File: config.mk
export PLATFORM = sky130hd
export DESIGN_NAME = mem_port_arbiter
export DESIGN_NICKNAME = d
export VERILOG_FILES = /design/src/rtl/mem_port_arbiter.sv
export SDC_FILE = /design/constraint.sdc
export NUM_CORES = 1
export LEC_CHECK = 0
export BUFFER_PORTS_ARGS = -buffer_cell sky130_fd_sc_hd__buf_2
export CAP_MARGIN = 20
export CORE_UTILIZATION = 39
export DETAILED_ROUTE_END_ITERATION = 7
export GPL_ROUTABILITY_DRIVEN = 0
export GPL_TIMING_DRIVEN = 0
export HOLD_SLACK_MARGIN = 0.15
export PLACE_DENSITY = 0.85
export SYNTH_ARGS = -nofsm -noshare
export SYNTH_HDL_FRONTEND = slang
export SYNTH_SLANG_ARGS = --single-unit
File: constraint.sdc
create_clock -name clk -period 5.5 [get_ports clk]
set_input_delay 1.65 -clock clk [delete_from_list [all_inputs] [get_ports clk]]
set_output_delay 1.65 -clock clk [all_outputs]
set_load 0.03 [all_outputs]
File: src/rtl/mem_port_arbiter.sv
// Shares one single-port memory between instruction fetch and load/store, one fixed-latency access at a time.
// Define MEM_ARB_RR_EN for round-robin tie-breaking; the default is fixed priority with MEM over IF.
module mem_port_arbiter #(
    parameter int AW  = 32,
    parameter int DW  = 32,
    parameter int LAT = 1
) (
    input  logic            clk,
    input  logic            reset,
    input  logic            if_req,
    input  logic [AW-1:0]   if_addr,
    output logic [DW-1:0]   if_rdata,
    output logic            if_ack,
    input  logic            mem_req,
    input  logic            mem_we,
    input  logic [DW/8-1:0] mem_be,
    input  logic [AW-1:0]   mem_addr,
    input  logic [DW-1:0]   mem_wdata,
    output logic [DW-1:0]   mem_rdata,
    output logic            mem_ack,
    output logic            ram_en,
    output logic            ram_we,
    output logic [DW/8-1:0] ram_be,
    output logic [AW-1:0]   ram_addr,
    output logic [DW-1:0]   ram_wdata,
    input  logic [DW-1:0]   ram_rdata,
    output logic            stall_if,
    output logic            stall_mem
);

    localparam int BW = DW / 8;
    localparam int CW = (LAT > 1) ? $clog2(LAT) : 1;

    if (LAT < 1) begin : g_lat_check
        $error("mem_port_arbiter: LAT must be >= 1");
    end

    typedef enum logic [1:0] {
        S_IDLE  = 2'd0,
        S_ISSUE = 2'd1,
        S_WAIT  = 2'd2
    } state_t;

    state_t          r_state;
    state_t          w_state_nxt;
    logic            r_owner;        // 1 = MEM, 0 = IF; doubles as last owner for round-robin
    logic            r_we;
    logic [BW-1:0]   r_be;
    logic [AW-1:0]   r_addr;
    logic [DW-1:0]   r_wdata;
    logic [CW-1:0]   r_cnt;
    logic            r_if_ack;
    logic            r_mem_ack;
    logic [DW-1:0]   r_if_rdata;
    logic [DW-1:0]   r_mem_rdata;

    logic            w_if_elig;
    logic            w_mem_elig;
    logic            w_grant_mem;
    logic            w_ram_en;

    // A request still high in its own ack cycle has already been served.
    assign w_if_elig  = if_req  & ~r_if_ack;
    assign w_mem_elig = mem_req & ~r_mem_ack;

    always_comb begin
        w_grant_mem = w_mem_elig;
`ifdef MEM_ARB_RR_EN
        if (w_mem_elig && w_if_elig) begin
            w_grant_mem = ~r_owner;
        end
`endif
    end

    always_ff @(posedge clk or posedge reset) begin
        if (reset) begin
            r_state <= S_IDLE;
        end else begin
            r_state <= w_state_nxt;
        end
    end

    always_comb begin
        w_state_nxt = r_state;
        w_ram_en    = 1'b0;
        case (r_state)
            S_IDLE: begin
                if (w_if_elig || w_mem_elig) begin
                    w_state_nxt = S_ISSUE;
                end
            end
            S_ISSUE: begin
                w_ram_en    = 1'b1;
                w_state_nxt = S_WAIT;
            end
            S_WAIT: begin
                if (r_cnt == '0) begin
                    w_state_nxt = S_IDLE;
                end
            end
            default: w_state_nxt = S_IDLE;
        endcase
    end

    always_ff @(posedge clk or posedge reset) begin
        if (reset) begin
            r_owner     <= 1'b0;
            r_we        <= 1'b0;
            r_be        <= '0;
            r_addr      <= '0;
            r_wdata     <= '0;
            r_cnt       <= '0;
            r_if_ack    <= 1'b0;
            r_mem_ack   <= 1'b0;
            r_if_rdata  <= '0;
            r_mem_rdata <= '0;
        end else begin
            r_if_ack  <= 1'b0;
            r_mem_ack <= 1'b0;
            case (r_state)
                S_IDLE: begin
                    if (w_if_elig || w_mem_elig) begin
                        r_owner <= w_grant_mem;
                        if (w_grant_mem) begin
                            r_we    <= mem_we;
                            r_be    <= mem_be;
                            r_addr  <= mem_addr;
                            r_wdata <= mem_wdata;
                        end else begin
                            r_we    <= 1'b0;
                            r_be    <= '1;
                            r_addr  <= if_addr;
                            r_wdata <= '0;
                        end
                    end
                end
                S_ISSUE: begin
                    r_cnt <= CW'(LAT - 1);
                end
                S_WAIT: begin
                    if (r_cnt == '0) begin
                        if (r_owner) begin
                            r_mem_ack <= 1'b1;
                            if (!r_we) begin
                                r_mem_rdata <= ram_rdata;
                            end
                        end else begin
                            r_if_ack   <= 1'b1;
                            r_if_rdata <= ram_rdata;
                        end
                    end else begin
                        r_cnt <= r_cnt - 1'b1;
                    end
                end
                default: ;
            endcase
        end
    end

    // Memory-side fields come straight from the latch so they hold between accesses.
    assign ram_en    = w_ram_en;
    assign ram_we    = r_we;
    assign ram_be    = r_be;
    assign ram_addr  = r_addr;
    assign ram_wdata = r_wdata;

    assign if_ack    = r_if_ack;
    assign mem_ack   = r_mem_ack;
    assign if_rdata  = r_if_rdata;
    assign mem_rdata = r_mem_rdata;
    assign stall_if  = if_req  & ~r_if_ack;
    assign stall_mem = mem_req & ~r_mem_ack;

endmodule
==> run summary <==
Routed length per placed instance - 16.5 um
Max cap viols - 0
Met1 Wirelength - 5.31 mm
Largest net degree at the start of global routing - 82
Worst Clk Skew - 0.0132 ns
Clock transition at path regs - 0.06 ns
Gr usage total - 19.1%
CP most frequent cell - buf_2
GRT overflow - 0
RSZ-0062 raised after global routing - no
CTS root buf - clkbuf_16
CP Cell Sequence - buf_2 -> nand2b_1 -> buf_4 -> inv_2 -> buf_2
CTS sink cnt - 138
I/O pin count - 275
Vias in the first global route - 4267
Yosys warnings - 0
Htree depth - 4
Via count - 4021
Power per cell area - 729 nW/um^2
FILL cells - 1127
Initial Util - 39.9%
Worst slew pin tran - 0.534 ns
LEAKAGE - 3.96 nW
Crit path max-delay cell type - buf_2
Number of detailed-route iterations in the first pass - 4
Routed WL - 13.6 mm
Row count - 43
# diodes - 0
Buf+Inv Stages, Crit Path - 4
P_int - 0.00333 W
Final Util - 56.2%
Post-route DRC - 0
Worst Path Arrival - 2.27 ns
Die width - 121 um
FF+latch area - 3450 um^2
IO Port Bufs - 274
Period minus WS final - 3.92 ns
Die area - 14700 um^2
Fin crit share - 71.2%
Seq/Total Area, Yosys - 62.3%
Initial antenna violation count - 0
Post-route cell area - 7800 um^2
Finished Layout Cells - 825
Core Footprint - 13900 um^2
FF+latch count, synth - 138
Worst vdd ir - 0.448 mV
Reg2Reg Setup Slack - 3.59 ns
Top Layer Used - met4
Global-route wire length before repair - 21.2 mm
Gate power share - 47.5%
Met3 WL - 1.04 mm
Buffer depth of the longest clock path - 2
CP Launch Type - input port
Status - completed
Metal2 WL - 7.06 mm
Peak Freq - 0.255 GHz
Post-Syn Area - 5540 um^2
Hold crit path type - register to register
Post-DP Area - 7170 um^2
CP Max Fanout - 7
Final Hold Fails - 0
CTS Buf Count - 17
Dpl hpwl - 10.1 mm
Setup bufs post-CTS - 0
Critical Path RT - 3.85 ns
PnR Total Power - 0.00568 W
Top Family by Delay on Critical Path - buffers and inverters
Area growth, synth to finish - 40.8%
Clock latency on the worst-skew pair - 0.41 ns
Nets@finish - 769
Syn nets - 475
Slowest stage delay, CP - 0.22 ns
Placed Cells - 793
Post-Synthesis Cells - 338
Iteration-0 DRC count of the detailed router - 104
Total net switching power - 0.00236 W
Setup violators final - 0
Hold Buf Count CTS - 0
# resized after CTS - 0
Area of the multi-input gates - 1930 um^2
Clock share of power - 21.2%
Sw frac - 41.5%
Post-synthesis cell type count - 22
Critical path class - input port to output port
Sequential share of power - 31.3%
TritonCTS clock tree - yes
Die Y - 121 um
Fin. max-slew vios - 0
Relative slew margins - 64.4%
Routed Antenna Nets - 0
Crit end category - output port
Syn avg cell area - 16.4 um^2
Share of layout cells above drive strength 1 - 70.1%
Post-DR vias/cell - 4.87
layout make-up:
type | count | area share (%)
clock inverters | 13 | 2.42
multi-input cells | 177 | 24.8
clock buffers | 19 | 5.68
repair buffers | 275 | 17.9
inverters | 3 | 0.241
well taps | 180 | 2.89
plain buffers | 20 | 1.78
flip-flops and latches | 138 | 44.3
cell usage after synthesis, drive strengths merged:
library cell	instances	share of area, %
mux2	128	27
a21o	1	0.14
buf	19	2.4
nor3b	1	0.23
and3b	1	0.16
o21ai	1	0.29
nand2	1	0.068
o22a	4	0.63
a22o	33	5.2
nand2b	1	0.11
dfrtp	138	62
inv	3	0.25
nor3	1	0.18
nor2	1	0.068
nor2b	4	0.45
clkbuf	1	0.068
cell usage in the layout (no fill, tap or decap), types with 2 or more instances in the layout:
master / instances
dfrtp_1: 138
mux2_1: 7
clkinv_2: 3
a22o_1: 33
mux2_2: 101
clkinv_4: 2
nor2b_1: 4
o22a_1: 4
buf_2: 286
bufinv_16: 4
mux2_4: 20
buf_6: 6
clkbuf_1: 2
clkbuf_16: 17
inv_6: 3
logic make-up (layout without fill, tap and decap cells):
kind of cell,Yosys count,after routing,share of synthesized area [%]
flops,138,138,62.3
mux,128,128,27.4
simple gates,10,10,1.26
compound gates,39,39,6.28
buf+inv,23,330,2.76
per-layer routing:
metal	vias to the layer above	track usage [%]
li1	1822	-
met1	2004	21.0
met5	-	0
met2	177	33.2
met4	0	8.26
met3	18	6.67
final timing paths:
check | start | end | cells past startpoint
setup / recovery | mem_req | stall_mem | 5
max in group asynchronous | reset | ram_addr[17] | 3
hold reg to reg | mem_rdata[16] | mem_rdata[16] | 1
setup reg to reg | mem_ack | ram_addr[15] | 5
hold / removal | mem_rdata[16] | mem_rdata[16] | 1
min in group asynchronous | reset | if_rdata[17] | 2
through the flow:
step                hold WS [ns]  setup WS (ns)  setup TNS [ns]
CTS                        0.495           1.57               0
detailed placement         0.479           1.57               0
finish                     0.494           1.58               0
global route               0.509           1.53               0
global placement           0.466         -0.916         -125.10
floorplan                  0.485          0.154               0
power groups by stage:
stage / clock network [W] / registers, W / logic, W
global placement: 0 / 0.00176 / 0.00265
detailed placement: 0 / 0.00178 / 0.00272
CTS: 0.00123 / 0.00178 / 0.00272
global route: 0.00128 / 0.00184 / 0.00285
finish: 0.00121 / 0.00178 / 0.00270
floorplan: 0 / 0.00272 / 0.000977
registers in the layout, indices dropped and copies added, names as in the netlist:
| signal | cells |
|---|---|
| r_owner | 1 |
| r_state | 2 |
| if_ack | 1 |
| ram_be | 4 |
| if_rdata | 32 |
| ram_addr | 32 |
| ram_we | 1 |
| ram_wdata | 32 |
| mem_rdata | 32 |
| mem_ack | 1 |
worst register-to-register path, cell delays in order (launching register included):
cell and delay (ns):
dfrtp_1 0.36, nand2b_1 0.11, buf_4 0.18, clkbuf_1 0.44, mux2_2 0.44, mux2_4 0.27
(Power assumes the default switching activity.)
